<file path="config.mk">
export PLATFORM = sky130hd
export DESIGN_NAME = store_buffer_ctrl
export DESIGN_NICKNAME = d
export VERILOG_FILES = /design/src/rtl/store_buffer_ctrl.sv
export SDC_FILE = /design/constraint.sdc
export NUM_CORES = 1
export LEC_CHECK = 0
export ABC_CLOCK_PERIOD_IN_PS = 8080
export CAP_MARGIN = 5
export CORE_MARGIN = 2
export CORE_UTILIZATION = 45
export DETAILED_ROUTE_END_ITERATION = 6
export GPL_TIMING_DRIVEN = 0
export PLACE_DENSITY_LB_ADDON = 0.05
export SLEW_MARGIN = 5
export SYNTH_ARGS = -nofsm -noshare
export SYNTH_HDL_FRONTEND = slang
export SYNTH_SLANG_ARGS = --single-unit
</file>
<file path="constraint.sdc">
create_clock -name clk -period 8.08 [get_ports clk]
set_input_delay 1.212 -clock clk [delete_from_list [all_inputs] [get_ports clk]]
set_output_delay 1.212 -clock clk [all_outputs]
set_load 0.005 [all_outputs]
</file>
<file path="src/rtl/store_buffer_ctrl.sv">
// store_buffer_ctrl: in-order store buffer for the memory stage.
// Retiring stores are queued and drained one at a time to the data-memory
// write port over a req/ack handshake. Loads are forwarded from the youngest
// exact-match entry or stalled on a partial/mismatched overlap.
// Instruction ID encodings are local to this block and must track the decoder.
module store_buffer_ctrl #(
  parameter int unsigned DEPTH = 4
) (
  input  logic        clk,
  input  logic        rst,
  input  logic        st_valid,
  input  logic [5:0]  st_instr_id,
  input  logic [31:0] st_addr,
  input  logic [31:0] st_data,
  output logic        st_ready,
  input  logic        ld_valid,
  input  logic [5:0]  ld_instr_id,
  input  logic [31:0] ld_addr,
  output logic        ld_fwd_valid,
  output logic [31:0] ld_fwd_data,
  output logic        ld_stall,
  input  logic        drain_req,
  output logic        empty,
  output logic        mem_wr_en,
  output logic [31:0] mem_wr_addr,
  output logic [31:0] mem_wr_data,
  output logic [3:0]  mem_wr_strb,
  input  logic        mem_wr_ack
);

  localparam int unsigned PTR_W = $clog2(DEPTH);
  localparam int unsigned CNT_W = PTR_W + 1;

  localparam logic [5:0] INSTR_LB  = 6'd10;
  localparam logic [5:0] INSTR_LH  = 6'd11;
  localparam logic [5:0] INSTR_LW  = 6'd12;
  localparam logic [5:0] INSTR_LBU = 6'd13;
  localparam logic [5:0] INSTR_LHU = 6'd14;
  localparam logic [5:0] INSTR_SB  = 6'd15;
  localparam logic [5:0] INSTR_SH  = 6'd16;
  localparam logic [5:0] INSTR_SW  = 6'd17;

  localparam logic [1:0] SZ_B    = 2'd0;
  localparam logic [1:0] SZ_H    = 2'd1;
  localparam logic [1:0] SZ_W    = 2'd2;
  localparam logic [1:0] SZ_NONE = 2'd3;

  localparam logic [0:0] IDLE  = 1'b0;
  localparam logic [0:0] WRITE = 1'b1;

  // Access size of a store ID; SZ_NONE for anything that is not a store.
  function automatic logic [1:0] store_size(input logic [5:0] id);
    case (id)
      INSTR_SB: store_size = SZ_B;
      INSTR_SH: store_size = SZ_H;
      INSTR_SW: store_size = SZ_W;
      default:  store_size = SZ_NONE;
    endcase
  endfunction

  // Access size of a load ID; SZ_NONE for anything that is not a load.
  function automatic logic [1:0] load_size(input logic [5:0] id);
    case (id)
      INSTR_LB, INSTR_LBU: load_size = SZ_B;
      INSTR_LH, INSTR_LHU: load_size = SZ_H;
      INSTR_LW:            load_size = SZ_W;
      default:             load_size = SZ_NONE;
    endcase
  endfunction

  // Byte lanes touched by an access of the given size at the given offset.
  function automatic logic [3:0] lane_strb(input logic [1:0] sz, input logic [1:0] lo);
    case (sz)
      SZ_B:    lane_strb = 4'b0001 << lo;
      SZ_H:    lane_strb = 4'b0011 << {lo[1], 1'b0};
      SZ_W:    lane_strb = 4'b1111;
      default: lane_strb = 4'b0000;
    endcase
  endfunction

  // Unshifted store data moved onto its byte lanes.
  function automatic logic [31:0] lane_data(input logic [1:0] sz, input logic [1:0] lo,
                                            input logic [31:0] d);
    case (sz)
      SZ_B:    lane_data = 32'(d[7:0]) << {lo, 3'b000};
      SZ_H:    lane_data = 32'(d[15:0]) << {lo[1], 4'b0000};
      default: lane_data = d;
    endcase
  endfunction

  logic [5:0]       ent_id   [DEPTH];
  logic [31:0]      ent_addr [DEPTH];
  logic [31:0]      ent_data [DEPTH];
  logic [PTR_W-1:0] head_q, tail_q;
  logic [CNT_W-1:0] count_q, count_d;
  logic             drain_block_q;
  logic [0:0]       state_q, state_d;

  logic             full, push, pop;
  logic [1:0]       head_sz;

  assign full     = (count_q == CNT_W'(DEPTH));
  assign empty    = (count_q == '0);
  assign st_ready = !full && !drain_block_q;
  assign push     = st_valid && st_ready && (store_size(st_instr_id) != SZ_NONE);
  assign pop      = (state_q == WRITE) && mem_wr_ack;
  assign count_d  = count_q + CNT_W'(push) - CNT_W'(pop);
  assign head_sz  = store_size(ent_id[head_q]);

  // Drain FSM state register.
  always_ff @(posedge clk) begin
    if (rst) state_q <= IDLE;
    else     state_q <= state_d;
  end

  // Drain FSM next state and write-port outputs from the head entry.
  always_comb begin
    state_d     = state_q;
    mem_wr_en   = 1'b0;
    mem_wr_addr = '0;
    mem_wr_data = '0;
    mem_wr_strb = '0;
    case (state_q)
      IDLE: begin
        if (count_q != '0) state_d = WRITE;
      end
      WRITE: begin
        mem_wr_en   = 1'b1;
        mem_wr_addr = {ent_addr[head_q][31:2], 2'b00};
        mem_wr_data = lane_data(head_sz, ent_addr[head_q][1:0], ent_data[head_q]);
        mem_wr_strb = lane_strb(head_sz, ent_addr[head_q][1:0]);
        if (pop && (count_d == '0)) state_d = IDLE;
      end
      default: state_d = IDLE;
    endcase
  end

  // Queue pointers, occupancy and fence blocking.
  always_ff @(posedge clk) begin
    if (rst) begin
      head_q        <= '0;
      tail_q        <= '0;
      count_q       <= '0;
      drain_block_q <= 1'b0;
    end else begin
      if (push) tail_q <= tail_q + PTR_W'(1);
      if (pop)  head_q <= head_q + PTR_W'(1);
      count_q <= count_d;
      if (drain_req)           drain_block_q <= 1'b1;
      else if (count_d == '0)  drain_block_q <= 1'b0;
    end
  end

  // Entry payload write; contents are don't-care outside the live window.
  always_ff @(posedge clk) begin
    if (push) begin
      ent_id[tail_q]   <= st_instr_id;
      ent_addr[tail_q] <= st_addr;
      ent_data[tail_q] <= st_data;
    end
  end

  logic [1:0]       ld_sz;
  logic [3:0]       ld_strb;
  logic             ld_active, hit, hit_exact, st_same;
  logic [31:0]      hit_data;
  logic [PTR_W-1:0] idx;
  logic [1:0]       ent_sz;

  // Load lookup: scan oldest to youngest so the youngest overlap wins.
  always_comb begin
    ld_sz        = load_size(ld_instr_id);
    ld_strb      = lane_strb(ld_sz, ld_addr[1:0]);
    ld_active    = ld_valid && (ld_sz != SZ_NONE);
    hit          = 1'b0;
    hit_exact    = 1'b0;
    hit_data     = '0;
    idx          = '0;
    ent_sz       = SZ_NONE;
    ld_fwd_valid = 1'b0;
    ld_fwd_data  = '0;
    ld_stall     = 1'b0;
    for (int i = 0; i < DEPTH; i++) begin
      if (CNT_W'(i) < count_q) begin
        idx    = head_q + PTR_W'(i);
        ent_sz = store_size(ent_id[idx]);
        if ((ent_addr[idx][31:2] == ld_addr[31:2]) &&
            ((lane_strb(ent_sz, ent_addr[idx][1:0]) & ld_strb) != 4'b0000)) begin
          hit       = 1'b1;
          hit_exact = (ent_addr[idx] == ld_addr) && (ent_sz == ld_sz);
          hit_data  = ent_data[idx];
        end
      end
    end
    st_same = st_valid && (store_size(st_instr_id) != SZ_NONE) &&
              (st_addr[31:2] == ld_addr[31:2]) &&
              ((lane_strb(store_size(st_instr_id), st_addr[1:0]) & ld_strb) != 4'b0000);
    if (ld_active) begin
      if (st_same || (hit && !hit_exact)) begin
        ld_stall = 1'b1;
      end else if (hit) begin
        ld_fwd_valid = 1'b1;
        case (ld_instr_id)
          INSTR_LB:  ld_fwd_data = {{24{hit_data[7]}}, hit_data[7:0]};
          INSTR_LBU: ld_fwd_data = {24'h000000, hit_data[7:0]};
          INSTR_LH:  ld_fwd_data = {{16{hit_data[15]}}, hit_data[15:0]};
          INSTR_LHU: ld_fwd_data = {16'h0000, hit_data[15:0]};
          default:   ld_fwd_data = hit_data;
        endcase
      end
    end
  end

endmodule

</file>
* Word level (Yosys, flattened, before mapping)
Memories as Yosys holds them, arrays and structs flattened. A register that Yosys moved wholly into a read port is not among the register bits.
Index checks and enable logic that the tools add are counted.
** Word-level totals
- Register bits after elaboration :: 9
- Input port bits :: 114
- Memory bits (writable) :: 280
- Memories :: 3
- Output and inout port bits :: 105
- Logic and storage cells :: 200
** Operators by class
- Reductions and logical operators :: 40
- Shift operators :: 14
- Add/sub/neg operators :: 6
- Equality and inequality tests :: 50
- Bitwise logic cells :: 6
- Multiplexer cells :: 72
- Magnitude comparators :: 4
** Memories
- ent_addr :: depth 4, width 32, rd ports 4, clocked after Yosys merged registers in 1, write ports 1, RTL line 92 : logic [31:0] ent_addr [DEPTH];
- ent_data :: depth 4, width 32, rd ports 4, clocked after Yosys merged registers in 1, write ports 1, RTL line 93 : logic [31:0] ent_data [DEPTH];
- ent_id :: depth 4, width 6, rd ports 4, clocked after Yosys merged registers in 1, write ports 1, RTL line 91 : logic [5:0] ent_id [DEPTH];
** Operator list (count)
- two-way mux 32 bit :: 13
- == test 30 bit :: 5
- == test 32 bit :: 4
- case mux 32 bit (4 select lines) :: 1
- case mux 4 bit (3 select lines) :: 7
- case mux 32 bit (2 select lines) :: 1
- == test 6 x 4 -> 1 bit (second input constant) :: 10
- == test 6 x 5 -> 1 bit (second input constant) :: 10
- case mux 2 bit (3 select lines) :: 6
- left shift 16 x 5 -> 32 bit :: 1
- left shift 8 x 5 -> 32 bit :: 1
- two-way mux 1 bit :: 28
- left shift 1 x 2 -> 4 bit (first input constant) :: 6
- left shift 2 x 2 -> 4 bit (first input constant) :: 6
- AND 4 bit :: 5
- two-way mux 2 bit :: 10
- two-way mux 4 bit :: 5
- nonzero test 4 bit :: 5
- logical AND 1 bit :: 18
- == test 2 x 1 -> 1 bit (second input constant) :: 7
- == test 2 bit (second input constant) :: 7
- zero test 2 bit :: 7
- == test 2 bit :: 4
- zero test 3 bit :: 2
- other kinds (15) :: 23

* Logic depth before layout (Yosys ltp)
Gate-level depths: netlist of run 1.
- Depth after elaboration :: 22
- Gate-level depth with buffers :: 17
- Gate-level depth less buffers :: 14

* Worst setup path after synthesis of run 1
Ideal clock, no wire load.
- Path kind :: input to output
- Start :: input ld_instr_id[0]
- End :: output ld_fwd_data[17]
- Data arrival time :: 3.830 ns
- Path buffers :: 4
- Cell stages on the path :: 14
- Path slack :: 3.038 ns
- Cells stage by stage :: clkbuf_1 > or3b_2 > a31oi_1 > nor3b_1 > o21ai_1 > o41ai_1 > nand4b_1 > buf_2 > and2_1 > buf_2 > a31oi_1 > o21ai_2 > buf_6 > nor3b_2
** Between the ends
- Longest elaborated chain between the ends :: 21
** RTL lines
- start, declared :: RTL line 17 : input logic [5:0] ld_instr_id,
- branches (longest 20 deep; another with two-way mux 32 bit)
- two-way mux 32 bit * :: RTL line 198 : if (ld_active) begin
- end, declared :: RTL line 20 : output logic [31:0] ld_fwd_data,
Mark *: on every way between the ends.

* Worst setup path in the final report of run 1
- Start :: input ld_instr_id[3]
- End :: output ld_fwd_data[31]
Same word-level chain as after synthesis.

==> summary.md, run 1 <==
| Metric | Value |
|---|---|
| Final Hold Fails | 0 |
| Post-route cell area | 24,480 µm² |
| DR iter-0 viols | 1,744 |
| HPWL after DPL | 53,740 µm |
| Clock root buffer | clkbuf_16 |
| Most common cell after layout, fill and taps aside | edfxtp_1 |
| Cell row count | 78 |
| Num CTS Buffers | 35 |
| Share of synthesized registers carrying an async set or reset | 0% |
| GPL Wtd Cong | 0.9490 |
| Post-Syn Instances | 1,622 |
| Placement Setup Slack | 0.3500 ns |
| Required time worst endpoint | 6.87 ns |
| WL final | 73,740 µm |
| Pwr dens | 208.8 nW/µm² |
| # Max-Cap Violations | 0 |
| LEAKAGE | 7.359 nW |
| Syn Area/Cell | 12.72 µm² |
| CTS tree | built |
| Final setup skew | 0.02001 ns |
| Die height | 218.2 µm |
| Initial Utilization | 45.58% |
| Peak VDD IR | 0.1427 mV |
| Clk pin slew, worst setup/hold paths | 0.06 ns |
| ANT nets after route | 0 |
| Gr ovfl total | 0 |
| Kind of end point of the critical path | output pin |
| Status | complete, no violations |
| DP Area | 23,340 µm² |
| Worst Hold Class | reg -> reg |
| # Post-CTS Setup Buffers | 0 |
| Drt pass-1 iters | 6 |
| Worst setup SP type | input pin |
| Cell chain of the critical path | clkdlybuf4s50_1 -> or3b_2 -> clkbuf_1 -> a21oi_1 -> nand4_1 -> nor4_1 -> nand4_1 -> nor2_1 -> clkbuf_1 -> nand3_1 -> o211ai_1 -> a31oi_1 -> nor3b_1 -> clkdlybuf4s50_1 |
| IO Port Bufs | 182 |
| Final net count | 1,968 |
| I/O Pins | 219 |
| DRC violations left | 0 |
| Die area | 47,600 µm² |
| Min Tclk post-route | 7.756 ns |
| Internal power | 3.464 mW |
| Final Max Slew Viols | 0 |
| Synthesis-to-layout area growth | 18.59% |
| Final TNS setup | 0 ns |
| Max Fclk | 128.9 MHz |
| Final hold slack | 0.5222 ns |
| Delay of the slowest critical-path stage | 0.72 ns |
| Worst setup margin | 0.3239 ns |
| Sequential group share of total power | 33.1% |
| DR vias | 16,200 |
| CP Class | in -> out |
| Count of state elements after synthesis | 291 |
| Switching power share of the total | 32.23% |
| YS warnings | 0 |
| Net switching power | 1.647 mW |
| Largest net degree at the start of global routing | 40 |
| Worst-path maximum fanout | 10 |
| Final Cycle Share | 95.99% |
| Unrepaired setup endpoints after global routing | no |
| Antenna violations before repair | 2 |
| H-tree depth | 2 |
| Final antenna diode count | 0 |
| Clock Power Share | 30.7% |
| Distinct cells, synth | 83 |
| Combinational Power Share | 36.2% |
| Total core area | 45,280 µm² |
| Post-synth EDFFs | 280 |
| Cell area after synthesis | 20,640 µm² |
| Slowest cell on crit path | nor2_1 |
| Layout Cells excl Fill | 2,471 |
| Vias in the first global route | 15,690 |
| Routed len/inst | 29.84 µm |
| Via/cell ratio | 6.554 |
| Dominant synthesized flop cell | edfxtp_1 |
| Commonest non-fill, non-tap cells in the layout | edfxtp_1 (280), mux4_2 (190), clkdlybuf4s50_1 (182) |
| Layout cells sized above 1 | 20.42% |
| Clock Sink Count | 291 |
| Total track usage | 31.01% |
| Slew at the pin closest to its max-slew limit | 1.256 ns |
| Sequential area share after synthesis | 41.80% |
| First-pass GRT wire length | 106,400 µm |
| DIE WIDTH | 218.2 µm |
| Slew HR | 16.27% |
| CTS max path bufs | 3 |
| Dpl cells | 2,409 |
| Later-pin clock latency in the skew report | 0.56 ns |
| Final setup vio count | 0 |
| Critical Path AT | 6.54 ns |
synthesized netlist by cell type (all sizes together), types with 4 or more instances:
library cell	count	share of area, %
clkbuf	77	1.4
or2	5	0.15
buf	66	2.1
a21oi	62	1.5
and3	19	0.58
a31oi	26	1.0
nand2	90	1.6
nand4b	4	0.17
edfxtp	280	41
nor4b	5	0.21
o221ai	13	0.58
nor2	74	1.3
nor2b	27	0.82
nor3	13	0.32
xnor2	107	4.5
nand2b	10	0.34
or3	20	0.61
a22oi	25	0.93
nor4	28	0.91
mux2i	76	3.7
nand3b	5	0.18
mux2	35	1.9
a211oi	5	0.18
nand4	24	0.73
o21ai	36	0.89
o21a	9	0.33
nand3	26	0.63
a21boi	10	0.36
ha	8	0.48
dfxtp	11	1.1
mux4	190	21
xor2	59	2.5
and2	38	1.2
o22ai	7	0.24
inv	28	0.51
nor3b	21	1.1
o211ai	39	1.4
worst max-delay path, delay by kind of cell:
family | cells | cell delay (ns)
AOI/OAI and AO/OA | 3 | 0.58
buffers and inverters | 4 | 1.82
and+or+nand+nor | 7 | 2.92
per-layer routing:
layer	wire length, µm	vias to the layer above	track usage, %
met5	10	-	0
met4	2195	2	9.456
li1	-	6850	-
met3	8093	140	8.128
met2	32780	1022	46.25
met1	30660	8182	44.47
cell families (layout without fill, tap and decap cells):
group / Yosys count / count (layout) / share of synthesized area, %
mux: 301 / 301 / 26.33
xor+xnor: 166 / 166 / 7.044
other cells: 1 / 2 / 0.01817
simple gates: 418 / 418 / 11.30
fa+ha+maj: 9 / 9 / 0.5820
compound gates: 264 / 264 / 8.875
flops: 291 / 291 / 41.80
buf+inv: 172 / 420 / 4.049
area by class of cell:
type	instances	area, µm²
clock inverter	20	196.4
sequential	291	8628
buffer	142	733.2
fill	3916	20810
timing repair buffer	186	1932
tap	600	750.7
clock buffer	43	937.1
multi-input combinational	1160	11190
inverter	29	108.9
registers in the layout (all words and copies together) (netlist names), named ones only:
register and flops:
ent_addr 128, ent_data 128, ent_id 24, count_q 3, head_q 2, tail_q 2, drain_block_q 1, state_q 1
power groups by stage:
stage / registers, mW / logic [mW] / clock network, mW
floorplan: 1.71 / 1.14 / 0
global placement: 1.72 / 1.83 / 0
detailed placement: 1.72 / 1.83 / 0
CTS: 1.69 / 1.84 / 1.59
global route: 1.69 / 1.96 / 1.65
finish: 1.69 / 1.85 / 1.57
repair_timing:
item                                    4_1_cts  5_1_grt
endpoints found under the setup margin       13        8
gates resized for setup                       3        2
hold buffers                                  0        0
per-stage QoR:
| stage | utilization [%] | total power, mW |
|---|---|---|
| floorplan | - | 2.857 |
| finish | 54.05 | 5.112 |
| global placement | 51.27 | 3.551 |
| global route | 54.05 | 5.296 |
| CTS | 54.06 | 5.122 |
| detailed placement | 51.53 | 3.547 |
worst paths after layout:
| path | startpoint | end | slack (ns) | cells past startpoint |
|---|---|---|---|---|
| worst min-delay path | drain_block_q$_SDFFE_PP0P_ | drain_block_q$_SDFFE_PP0P_ | 0.52 | 2 |
| worst max register to register | head_q[1]$_SDFFE_PP0P_ | head_q[1]$_SDFFE_PP0P_ | 3.36 | 13 |
| worst min register to register | drain_block_q$_SDFFE_PP0P_ | drain_block_q$_SDFFE_PP0P_ | 0.52 | 2 |
| worst max-delay path | ld_instr_id[3] | ld_fwd_data[31] | 0.32 | 14 |
Power figures use the tool's default switching activity.
==> inputs of run 2 (changes only) <==
--- a/config.mk
+++ b/config.mk
@@ -6,7 +6,6 @@
 export NUM_CORES = 1
 export LEC_CHECK = 0
 export ABC_CLOCK_PERIOD_IN_PS = 8080
-export CAP_MARGIN = 5
 export CORE_MARGIN = 2
 export CORE_UTILIZATION = 45
 export DETAILED_ROUTE_END_ITERATION = 6
==> results of run 2 <==
The final DEF is identical to that of run 1; final timing and power are the same.
